--- src/rtl/gray_seq_pkg.sv ---
// Shared types and helpers for the Gray-code sequence controller.
// Optional feature macro used by this slice: GRAY_SEQ_PAUSE_EN.
package gray_seq_pkg;

    typedef enum logic [1:0] {
        ST_IDLE = 2'd0,
        ST_RUN  = 2'd1,
        ST_DONE = 2'd2
    } state_e;

    // Widest counter supported; narrower callers zero-extend and truncate.
    localparam int GRAY_MAX_W = 8;

    function automatic logic [GRAY_MAX_W-1:0] bin2gray(input logic [GRAY_MAX_W-1:0] bin);
        return bin ^ (bin >> 1'b1);
    endfunction

endpackage

--- src/rtl/gray_step_counter.sv ---
// Loadable up/down binary counter with enable; exposes a registered Gray encoding.
module gray_step_counter
    import gray_seq_pkg::*;
#(
    parameter int WIDTH = 4
) (
    input  logic             clk,
    input  logic             reset_n,
    input  logic             load,
    input  logic [WIDTH-1:0] load_val,
    input  logic             en,
    input  logic             dir,
    output logic [WIDTH-1:0] gray_out
);

    logic [WIDTH-1:0] bin_q;
    logic [WIDTH-1:0] bin_d;
    logic [WIDTH-1:0] gray_q;
    logic [WIDTH-1:0] gray_d;

    // Next binary value (load wins over stepping) and its Gray code.
    always_comb begin
        bin_d = bin_q;
        if (load) begin
            bin_d = load_val;
        end else if (en) begin
            if (dir) begin
                bin_d = bin_q - WIDTH'(1'b1);
            end else begin
                bin_d = bin_q + WIDTH'(1'b1);
            end
        end else begin
            bin_d = bin_q;
        end
        gray_d = WIDTH'(bin2gray(GRAY_MAX_W'(bin_d)));
    end

    // Counter and Gray output registers.
    always_ff @(posedge clk or negedge reset_n) begin
        if (!reset_n) begin
            bin_q  <= '0;
            gray_q <= '0;
        end else begin
            bin_q  <= bin_d;
            gray_q <= gray_d;
        end
    end

    assign gray_out = gray_q;

endmodule

--- src/rtl/gray_seq_ctrl.sv ---
// Command-driven Gray-code sequencer: IDLE/RUN/DONE FSM plus step counter.
// Define GRAY_SEQ_PAUSE_EN to add the pause input that freezes stepping in RUN.
module gray_seq_ctrl
    import gray_seq_pkg::*;
#(
    parameter int WIDTH = 4
) (
    input  logic             clk,
    input  logic             reset_n,
    input  logic             cmd_valid,
    output logic             cmd_ready,
    input  logic [WIDTH-1:0] cmd_start,
    input  logic [WIDTH-1:0] cmd_len,
    input  logic             cmd_dir,
`ifdef GRAY_SEQ_PAUSE_EN
    input  logic             pause,
`endif
    output logic [WIDTH-1:0] gray_out,
    output logic             busy,
    output logic             done
);

    // rem is one bit wider so a zero length can stand for a full 2^WIDTH lap.
    localparam logic [WIDTH:0] REM_FULL = {1'b1, {WIDTH{1'b0}}};
    localparam logic [WIDTH:0] REM_ONE  = (WIDTH + 1)'(1'b1);

    state_e         state_q;
    state_e         state_d;
    logic [WIDTH:0] rem_q;
    logic [WIDTH:0] rem_d;
    logic           dir_q;
    logic           dir_d;
    logic           busy_q;
    logic           busy_d;
    logic           done_q;
    logic           done_d;
    logic           ready_q;
    logic           ready_d;
    logic           load_s;
    logic           step_s;
    logic           run_en_s;

`ifdef GRAY_SEQ_PAUSE_EN
    assign run_en_s = !pause;
`else
    assign run_en_s = 1'b1;
`endif

    // Next-state, remaining-step and output decode.
    always_comb begin
        state_d = state_q;
        rem_d   = rem_q;
        dir_d   = dir_q;
        load_s  = 1'b0;
        step_s  = 1'b0;
        case (state_q)
            ST_IDLE: begin
                if (cmd_valid) begin
                    load_s  = 1'b1;
                    dir_d   = cmd_dir;
                    rem_d   = (cmd_len == '0) ? REM_FULL : {1'b0, cmd_len};
                    state_d = ST_RUN;
                end else begin
                    state_d = ST_IDLE;
                end
            end
            ST_RUN: begin
                if (run_en_s) begin
                    step_s = 1'b1;
                    rem_d  = rem_q - REM_ONE;
                    if (rem_q == REM_ONE) begin
                        state_d = ST_DONE;
                    end else begin
                        state_d = ST_RUN;
                    end
                end else begin
                    state_d = ST_RUN;
                end
            end
            ST_DONE: begin
                state_d = ST_IDLE;
            end
            default: begin
                state_d = ST_IDLE;
                rem_d   = '0;
            end
        endcase
        ready_d = (state_d == ST_IDLE);
        busy_d  = (state_d != ST_IDLE);
        done_d  = (state_d == ST_DONE);
    end

    // FSM state and registered status outputs.
    always_ff @(posedge clk or negedge reset_n) begin
        if (!reset_n) begin
            state_q <= ST_IDLE;
            rem_q   <= '0;
            dir_q   <= 1'b0;
            busy_q  <= 1'b0;
            done_q  <= 1'b0;
            ready_q <= 1'b1;
        end else begin
            state_q <= state_d;
            rem_q   <= rem_d;
            dir_q   <= dir_d;
            busy_q  <= busy_d;
            done_q  <= done_d;
            ready_q <= ready_d;
        end
    end

    gray_step_counter #(
        .WIDTH(WIDTH)
    ) u_counter (
        .clk      (clk),
        .reset_n  (reset_n),
        .load     (load_s),
        .load_val (cmd_start),
        .en       (step_s),
        .dir      (dir_q),
        .gray_out (gray_out)
    );

    assign cmd_ready = ready_q;
    assign busy      = busy_q;
    assign done      = done_q;

endmodule

--- config.mk ---
export PLATFORM = sky130hd
export DESIGN_NAME = gray_seq_ctrl
export DESIGN_NICKNAME = d
export VERILOG_FILES = /design/src/rtl/gray_seq_pkg.sv /design/src/rtl/gray_step_counter.sv /design/src/rtl/gray_seq_ctrl.sv
export SDC_FILE = /design/constraint.sdc
export NUM_CORES = 1
export LEC_CHECK = 0
export BUFFER_PORTS_ARGS = -buffer_cell sky130_fd_sc_hd__buf_4
export CAP_MARGIN = 20
export CORE_MARGIN = 1.5
export CORE_UTILIZATION = 55
export DETAILED_ROUTE_END_ITERATION = 16
export GPL_ROUTABILITY_DRIVEN = 0
export PLACE_DENSITY = 0.86
export SYNTH_ARGS = -nofsm -noshare
export SYNTH_HDL_FRONTEND = slang
export SYNTH_SLANG_ARGS = --single-unit
--- constraint.sdc ---
create_clock -name clk -period 4.75 [get_ports clk]
set_input_delay 0.7125 -clock clk [delete_from_list [all_inputs] [get_ports clk]]
set_output_delay 0.7125 -clock clk [all_outputs]
set_load 0.02 [all_outputs]
==> run_results.csv, run 1 <==
group,metric,value,unit
timing,hold_violations,0,
pwr,p_per_area,811.3,nW/um^2
clock_tree,ctsHoldBuffers,0,
clock_tree,cts_tree,"done",
drt,num_vias,777,
clock_tree,cts_setup_buffers,0,
clock_tree,clkLatencyLatePin,0.30,ns
logic_synthesis,synth_top_family_by_area,"compound AO/OA/AOI/OAI gates",
critical_path,cp_max_fo,4,
critical_path,crit_family,"flip-flops",
logic_synthesis,yosys_most_used_dff,"dfrtp_1",
layout,fin_util,0.7230,
floorplanning,die_y,44.96,um
clock_tree,cts_root_buf,"clkbuf_4",
logic_synthesis,ys_ff_latch,18,
layout,fin_area,1140,um^2
pwr,intPower,534.2,uW
pwr,ir_drop,0.3913,mV
pwr,netSwitchingPower,390.5,uW
timing,finalCritPeriodShare,0.3743,
pwr,sw_frac_of_total,0.4223,
clock_tree,cts_made_buffers,3,
critical_path,endpoint_kind,"flop",
critical_path,critPathMaxStageDelay,0.44,ns
global_routing,grt_max_degree,19,
logic_synthesis,postSynth.asyncResetShare,1.000,
min_path,hold_path.class,"in2async",
global_routing,first_global_vias,767,
logic_synthesis,synth-simple-area-share,0.1576,
logic_synthesis,synth_top_area_frac,0.4393,
timing,tns,0,ns
timing,layout_min_cycle_time,1.778,ns
timing,finalMaxSlewViolations,0,
pwr,power_frac_seq,0.342,
floorplanning,start_util,0.6143,
drt,routed_wl,2.020,mm
pwr,p_leak,0.0005509,uW
critical_path,critPathKind,"reg2reg",
critical_path,start_kind,"flop",
placement,place_hpwl,1.409,mm
critical_path,crit_required,4.96,ns
critical_path,worst-endpoint-arrival,1.99,ns
timing,rsz0062_at_grt,"no",
layout,finalNetCount,131,
floorplanning,row_count,14,
logic_synthesis,synthMuxAreaShare,0.01163,
clock_tree,clk_pin_slew_worst_paths,0.10,ns
logic_synthesis,synth_xor_area_frac,0.07235,
drt,drc_errors,0,
drt,ant_nets,0,
floorplanning,core,1577,um^2
logic_synthesis,syn_inst,94,
layout,n_fill_cell,120,
placement,place_area,1104,um^2
clock_tree,clk_path_buf_depth,2,
logic_synthesis,synth_area_leader_cell,"dfrtp_1",
logic_synthesis,netlist_area,968.4,um^2
global_routing,track_usage,0.2378,
clock_tree,cts.sinks,18,
placement,port-buffer-count,18,
timing,max_freq,562.4,MHz
pwr,combPwrFrac,0.554,
drt,wl_per_cell,15.66,um
clock_tree,htreeDepth,1,
logic_synthesis,yosysSeqAreaShare,0.4664,
critical_path,worst-path-buf-inv,1,
logic_synthesis,syn_nets,111,
layout,drive_above_1_share,0.2655,
logic_synthesis,synthAdderAreaFrac,0.07235,
global_routing,grt_pass1_wl,3.360,mm
floorplanning,die-area,2021,um^2
floorplanning,io_pins,19,
drt,drt_pass1_iterations,4,
layout,syn2layout_area_growth,17.70,%
floorplanning,die_w,44.96,um
global_routing,gr-total-overflow,0,
critical_path,cp_cell_sequence,"inv_1 > fa_1 > xor2_1 > a22oi_2 > o22ai_2 > xnor2_1",
drt,drt-vias-per-instance,6.023,
logic_synthesis,yosys_warnings,0,
timing,worstMarginPinSlew,0.4996,ns
flow_run,maxCapViolCount,0,
clock_tree,ctsResizeCount,0,
layout,antenna_cells,0,
logic_synthesis,synth_edf_count,0,
logic_synthesis,avgSynthCellArea,10.30,um^2
global_routing,antenna_found_initial,0,
timing,final.setup_skew,0.001950,ns
logic_synthesis,synth_compound_area_frac,0.1602,
logic_synthesis,synth_cell_type_count,35,
pwr,p_clk_frac,0.104,
timing,whs,0.2586,ns
logic_synthesis,synth_area_leaders,"dfrtp_1 (44%), xor2_1 (5.4%), ha_1 (5.2%)",
drt,initialDrtViolationCount,37,
critical_path,crit_path_top_delay_cell,"dfrtp_1",
status,status,"finished, final reports clean",
timing,slew_headroom,0.6669,
timing,setup_viol,0,
## synth_stat cells (3+ instances only)
cell type,instances
dfrtp_1,17
inv_1,10
a21oi_1,6
nand2_1,6
xor2_1,6
o21ai_0,5
ha_1,4
nor3_1,4
nor2_1,3
nor2b_1,3
## layout by cell type, fill, tap and decap left out, types with 2 or more instances in the layout
cell / synthesis / final
nor2b_1: 3 / 3
o21ai_0: 5 / 5
buf_4: 2 / 18
nor3_1: 4 / 4
xnor2_1: 2 / 2
nand2_1: 6 / 6
dfrtp_1: 17 / 17
inv_1: 10 / 10
o22ai_2: 2 / 2
nor2_1: 3 / 3
clkbuf_4: 0 / 3
xor2_1: 6 / 6
a2bb2oi_1: 2 / 2
a21oi_1: 6 / 6
ha_1: 4 / 4
a22oi_1: 2 / 2
## worst reg2reg max path: stages, from the launching register on
cell and delay [ns]:
dfrtp_1 0.44, inv_1 0.11, fa_1 0.44, xor2_1 0.18
a22oi_2 0.14, o22ai_2 0.14, xnor2_1 0.25
## stage by stage
stage          power [uW]  setup WS, ns  instances
6_report            924.7         2.972        129
5_1_grt             989.2         2.905        129
4_1_cts             919.8         3.023        129
3_5_place_dp        818.6         2.960        125
3_3_place_gp        786.8         3.028        125
2_1_floorplan       695.0         3.180         94
## power groups by stage
| stage | Clock, uW | Sequential (uW) | Combinational (uW) |
|---|---|---|---|
| after floorplan | 0 | 318 | 377 |
| after global placement | 0 | 312 | 475 |
| after detailed placement | 0 | 317 | 501 |
| after CTS | 97.5 | 314 | 508 |
| after global routing | 103 | 325 | 561 |
| final | 95.7 | 316 | 513 |
## registers in the layout, indices dropped and copies added, names as in the netlist
| register | count |
|---|---|
| cmd_ready | 1 |
| dir_q | 1 |
| busy | 1 |
| rem_q | 5 |
| state_q | 2 |
| done | 1 |
| u_counter.gray_out | 3 |
| u_counter.bin_q | 4 |
## cell type report
class	count	area, um^2	area share
clock buffers	4	36.28	0.03183
flip-flops and latches	18	451.7	0.3963
inverters	10	37.54	0.03293
well taps	16	20.02	0.01756
repair buffers	18	135.1	0.1186
multi-input cells	63	459.2	0.4029
## layer usage
metal	vias up	wire length, um	global-route usage	share of wire
met2	35	972	0.3800	0.48
met3	7	126	0.04400	0.062
met4	0	57	0.1294	0.028
li1	360	-	-	-
met1	375	865	0.3045	0.43
met5	-	0	0	0
## worst paths after layout
path / startpoint / end / slack (ns) / cells past startpoint
min in group clk: rem_q[1] / rem_q[1] / 0.53 / 2
min: reset_n / rem_q[4] / 0.26 / 1
max: dir_q / u_counter.gray_out[1] / 2.97 / 6
min reg2reg: rem_q[1] / rem_q[1] / 0.53 / 2
max in group asynchronous: reset_n / cmd_ready / 4.23 / 1
max reg2reg: dir_q / u_counter.gray_out[1] / 2.97 / 6
## logic make-up after synthesis
family / Yosys count
multiplexers: 1
AO/OA/AOI/OAI: 22
adder cells (fa/ha/maj): 5
AND/OR/NAND/NOR: 27
buffers and inverters: 13
flip-flops: 18
XOR/XNOR: 8
(Power assumes the default switching activity.)
==> run 2, diff against run 1 <==
- ABC_AREA: unset -> 1
- CORE_UTILIZATION: 55 -> 48
- PLACE_DENSITY: 0.86 -> 0.8
- clock period: 4.75 -> 1.4 ns (I/O delays scaled with it)
==> run_results.csv, run 2 <==
group,metric,value,unit
logic_synthesis,synthMuxAreaShare,0,
global_routing,grtUsageMet3,0.02222,
critical_path,critPathMaxStageDelay,0.45,ns
min_path,min_path_cells,3,
layout,largest_reg_flops,5,
placement,place_area,1174,um^2
critical_path,cp_max_fo,3,
timing,finalMaxSlewViolations,0,
timing,max_freq,678.8,MHz
floorplanning,die_y,48.21,um
layout,drive_above_1_share,0.4027,
logic_synthesis,syn_inst,119,
drt,initialDrtViolationCount,26,
status,status,"finished, violations left",
layout,finalNetCount,167,
layout,fin_area,1311,um^2
logic_synthesis,yosys_most_used_dff,"dfrtp_1",
global_routing,track_usage,0.1902,
placement,port-buffer-count,18,
timing,worstMarginPinSlew,0.2262,ns
timing,rsz0062_at_grt,"yes",
logic_synthesis,synth_area_leader_cell,"dfrtp_1",
critical_path,rr_startpoint,"dir_q",
drt,routed_wl,2.018,mm
timing,fin_ws,-0.07320,ns
global_routing,grt_max_degree,19,
floorplanning,core,1942,um^2
layout,antenna_cells,0,
pwr,ir_drop,1.676,mV
floorplanning,die-area,2324,um^2
timing,final.setup_skew,0.005677,ns
flow_run,maxCapViolCount,0,
global_routing,grt_pass1_wl,3.056,mm
logic_synthesis,synth-simple-area-share,0.2309,
critical_path,start_kind,"flop",
timing,setup_viol,3,
clock_tree,cts.sinks,18,
logic_synthesis,synthAdderAreaFrac,0.07143,
clock_tree,cts_tree,"done",
min_path,hold_path_end,"dir_q",
timing,finalCritPeriodShare,1.052,
global_routing,grt-busiest-layer,"met2",
critical_path,cpMostUsedCell,"o21ai_2",
min_path,min_from,"cmd_dir",
floorplanning,row_count,16,
logic_synthesis,yosys-top-cells-count,"nand2_1 (26), dfrtp_1 (17), inv_1 (16), nor2_1 (12), nand3_1 (7)",
global_routing,antenna_found_initial,0,
critical_path,critPathKind,"reg2reg",
clock_tree,clk_path_buf_depth,2,
critical_path,crit_required,1.62,ns
timing,hold_violations,0,
critical_path,rr_endpoint,"u_counter.gray_out[0]",
critical_path,worst-path-buf-inv,1,
status,violations,"negative setup slack",
logic_synthesis,synth_area_leaders,"dfrtp_1 (43%), nand2_1 (9.9%), inv_1 (6.1%)",
layout,largest_register,"rem_q",
clock_tree,htreeDepth,1,
layout,syn2layout_area_growth,33.67,%
floorplanning,start_util,0.5052,
clock_tree,cts_root_buf,"clkbuf_4",
logic_synthesis,netlist_area,980.9,um^2
critical_path,rrSetupSlack,-0.07,ns
critical_path,endpoint_kind,"flop",
layout,fin_util,0.6753,
clock_tree,cts_made_buffers,3,
global_routing,gr-total-overflow,0,
critical_path,crit_path_top_delay_cell,"dfrtp_2",
logic_synthesis,synth_cell_type_count,25,
pwr,p_per_area,2724,nW/um^2
drt,drc_errors,0,
logic_synthesis,yosys_warnings,0,
floorplanning,io_pins,19,
logic_synthesis,ys_ff_latch,18,
logic_synthesis,synth_xor_area_frac,0.04464,
logic_synthesis,synth_compound_area_frac,0.09694,
logic_synthesis,synth_most_common_cell,"nand2_1",
drt,drt_pass1_iterations,4,
drt,drt-vias-per-instance,4.869,
critical_path,worst-endpoint-arrival,1.69,ns
logic_synthesis,yosysSeqAreaShare,0.4605,
min_path,hold_path.class,"in2reg",
pwr,p_leak,0.0006789,uW
logic_synthesis,synth_edf_count,0,
logic_synthesis,avgSynthCellArea,8.243,um^2
timing,slew_headroom,0.8476,
logic_synthesis,postSynth.asyncResetShare,1.000,
drt,wl_per_cell,11.47,um
global_routing,first_global_vias,737,
drt,ant_nets,0,
layout,multiInputGateArea,496.7,um^2
critical_path,cp_cell_sequence,"inv_2 > fa_2 > o21ai_2 > nand2_1 > o21ai_2 > xor2_1",
layout,seq_area,452.9,um^2
global_routing,grt_use_met2,0.3105,
logic_synthesis,synth_top_area_frac,0.4337,
layout,layout_common_cells,"buf_4 (26), nand2_1 (20), dfrtp_1 (16)",
logic_synthesis,synth_top_family_by_area,"simple AND/OR/NAND/NOR gates",
layout,final_common_cell,"buf_4",
critical_path,crit_family,"flip-flops",
timing,layout_min_cycle_time,1.473,ns
clock_tree,clkLatencyLatePin,0.29,ns
drt,num_vias,857,
placement,place_hpwl,1.475,mm
global_routing,use_met1,0.2564,
floorplanning,die_w,48.21,um
logic_synthesis,syn_nets,136,
critical_path,worst-r2r-cell-count,6,
clock_tree,clk_pin_slew_worst_paths,0.10,ns
layout,n_fill_cell,158,
==> run 2: cell families (layout without fill, tap and decap cells) <==
logic type / Yosys count / in the layout
AND/OR/NAND/NOR: 52 / 52
AO/OA/AOI/OAI: 17 / 17
adder cells (fa/ha/maj): 5 / 5
buffers and inverters: 22 / 52
flip-flops: 18 / 18
XOR/XNOR: 5 / 5
==> run 2: power by group <==
| part | leakage (uW) | internal (uW) | switching (uW) |
|---|---|---|---|
| clock | 0.0000210 | 158 | 160 |
| sequential | 0.000214 | 794 | 175 |
| combinational | 0.000444 | 1020 | 1270 |
| total | 0.000679 | 1970 | 1600 |
==> run 2: repair_timing <==
action                     CTS  global route
resized for setup            3            12
pin swaps                   10             5
setup endpoints to repair    4             6
hold endpoints to repair    17             0
hold buffers                 1             0
setup buffers                2             2
==> run 2: how the worst max path moves through the flow <==
stage / cells past startpoint / end / startpoint / slack [ns]
3_3_place_gp: 8 / u_counter.gray_out[2] / dir_q / -0.05
3_5_place_dp: 8 / u_counter.gray_out[2] / dir_q / -0.12
4_1_cts: 11 / u_counter.gray_out[2] / dir_q / -0.1
2_1_floorplan: 8 / u_counter.gray_out[2] / dir_q / -0.01
5_1_grt: 6 / u_counter.gray_out[0] / dir_q / -0.20
6_report: 6 / u_counter.gray_out[0] / dir_q / -0.07
==> run 2: final cells by class <==
type | instances | area share
multi-input combinational | 79 | 0.3788
sequential | 18 | 0.3454
inverter | 20 | 0.05725
timing repair buffer | 28 | 0.1651
tap | 27 | 0.02576
clock buffer | 4 | 0.02767
==> run 2: per-stage QoR <==
step / TNS [ns] / hold slack [ns] / setup WS [ns] / total power [uW] / instances
after global placement: -0.1089 / 0.08974 / -0.05102 / 2815 / 167
after floorplan: -0.01120 / -0.08559 / -0.01120 / 2394 / 119
after global routing: -0.6991 / 0.1875 / -0.2026 / 3936 / 176
final: -0.1782 / 0.1759 / -0.07320 / 3572 / 176
after CTS: -0.2820 / 0.1777 / -0.09679 / 3354 / 174
after detailed placement: -0.2905 / 0.09158 / -0.1161 / 2902 / 167
==> run 2: worst min-delay path, stage by stage <==
cell and delay [ns]:
buf_4 0.08, nand2_1 0.04, o21ai_0 0.10
==> run 2: metal layers <==
layer | vias to the layer above | routed length [um]
met1 | 402 | 925
met3 | 4 | 75
met4 | 0 | 17
met5 | - | 0
li1 | 430 | -
met2 | 21 | 999
==> run 3, diff against run 2 <==
- ABC_AREA: 1 -> 0
- CORE_UTILIZATION: 48 -> 47
- PLACE_DENSITY: 0.8 -> 0.78
==> run_results.csv, run 3 (synthesis results as in run 1) <==
group,metric,value,unit
pwr,p_leak,0.0006012,uW
pwr,ir_drop,1.817,mV
timing,finalCritPeriodShare,1.094,
timing,slew_headroom,0.8008,
placement,port-buffer-count,18,
clock_tree,clk_pin_slew_worst_paths,0.10,ns
clock_tree,cts_made_buffers,3,
timing,hold_violations,0,
min_path,hold_path.class,"in2reg",
clock_tree,clkLatencyLatePin,0.29,ns
floorplanning,die_y,48.39,um
floorplanning,core,1942,um^2
drt,routed_wl,1.984,mm
global_routing,grt_pass1_wl,3.443,mm
pwr,sw_frac_of_total,0.4061,
layout,antenna_cells,0,
floorplanning,die-area,2342,um^2
global_routing,use_met1,0.2371,
clock_tree,cts_root_buf,"clkbuf_4",
global_routing,track_usage,0.1929,
drt,drt_pass1_iterations,5,
placement,place_hpwl,1.571,mm
global_routing,grt_max_degree,19,
layout,largest_register,"rem_q",
layout,final_common_cell,"buf_4",
critical_path,cp_max_fo,4,
critical_path,crit_required,1.58,ns
critical_path,worst-endpoint-arrival,1.71,ns
layout,layout_common_cells,"buf_4 (29), dfrtp_1 (15), inv_1 (8)",
timing,layout_min_cycle_time,1.532,ns
global_routing,grt-busiest-layer,"met2",
floorplanning,die_w,48.39,um
critical_path,start_kind,"flop",
timing,setup_viol,4,
timing,worstMarginPinSlew,0.2987,ns
timing,whs,0.1365,ns
pwr,intPower,2027,uW
global_routing,gr-total-overflow,0,
clock_tree,htreeDepth,1,
status,status,"finished, violations left",
layout,drive_above_1_share,0.4000,
pwr,combPwrFrac,0.612,
global_routing,first_global_vias,783,
pwr,power_frac_seq,0.309,
drt,drc_errors,0,
layout,syn2layout_area_growth,32.04,%
pwr,netSwitchingPower,1386,uW
drt,num_vias,782,
critical_path,critPathKind,"reg2reg",
flow_run,maxCapViolCount,0,
drt,ant_nets,0,
drt,initialDrtViolationCount,13,
layout,fin_util,0.6585,
global_routing,grtUsageMet3,0.04012,
timing,final.setup_skew,0.002570,ns
critical_path,endpoint_kind,"flop",
layout,largest_reg_flops,5,
placement,place_area,1226,um^2
timing,max_freq,652.9,MHz
layout,fin_area,1279,um^2
layout,finalNetCount,143,
timing,fin_ws,-0.1316,ns
pwr,p_per_area,2669,nW/um^2
timing,finalMaxSlewViolations,0,
global_routing,antenna_found_initial,0,
floorplanning,row_count,16,
floorplanning,start_util,0.4987,
drt,drt-vias-per-instance,5.145,
status,violations,"negative setup slack",
pwr,p_total,3413,uW
clock_tree,clk_path_buf_depth,2,
global_routing,grt_use_met2,0.3310,
clock_tree,cts_tree,"done",
drt,wl_per_cell,13.05,um
floorplanning,io_pins,19,
pwr,p_clk_frac,0.079,
clock_tree,cts.sinks,18,
timing,rsz0062_at_grt,"yes",
==> run 3: path summary, 6_finish.rpt <==
kind | to | slack (ns) | startpoint | depth (start not counted)
max reg2reg | u_counter.gray_out[1] | -0.13 | dir_q | 6
min in group asynchronous | busy | 0.31 | reset_n | 2
min reg2reg | rem_q[4] | 0.56 | rem_q[4] | 2
min | dir_q | 0.14 | cmd_dir | 3
max in group asynchronous | cmd_ready | 0.84 | reset_n | 2
max | u_counter.gray_out[1] | -0.13 | dir_q | 6
==> run 3: routing by layer <==
metal	part of all wire	wire length, um
met5	0	0
met4	0.013	25
met3	0.029	58
met2	0.52	1024
met1	0.44	876
==> run 3: critical path, stage by stage, from the launching register on <==
cell,delay [ns]
dfrtp_2,0.43
inv_2,0.06
fa_2,0.35
xor2_1,0.15
a22oi_2,0.17
o22ai_4,0.12
xnor2_1,0.14
==> run 3: what timing repair did <==
action                                  in CTS  in global routing
endpoints found under the hold margin       18                  0
hold buffers                                 1                  0
gates resized for setup                      0                  4
pin swaps                                    3                  2
buffers inserted                             0                  0
endpoints found under the setup margin       4                  8
==> run 3: final cells by class <==
| cell class | count | area [um^2] |
|---|---|---|
| flip-flops and latches | 18 | 454.2 |
| repair buffers | 30 | 227.7 |
| multi-input cells | 63 | 499.2 |
| well taps | 27 | 33.78 |
| fillers | 159 | 663.1 |
| clock buffers | 4 | 26.28 |
| inverters | 10 | 37.54 |
==> run 3: stage by stage <==
stage | instances | setup WS, ns | TNS [ns]
after CTS | 152 | -0.1294 | -0.4255
after floorplan | 94 | -0.05396 | -0.1104
after global placement | 147 | -0.07847 | -0.2368
after detailed placement | 147 | -0.1161 | -0.3599
final | 152 | -0.1316 | -0.3970
after global routing | 152 | -0.1857 | -0.7253
==> run 3: power by group through the flow <==
stage / logic [uW] / clock network [uW] / registers [uW]
after global placement: 1950 / 0 / 1040
final: 2090 / 269 / 1050
after CTS: 2040 / 278 / 1040
after detailed placement: 2030 / 0 / 1050
after global routing: 2320 / 296 / 1080
after floorplan: 1360 / 0 / 1100
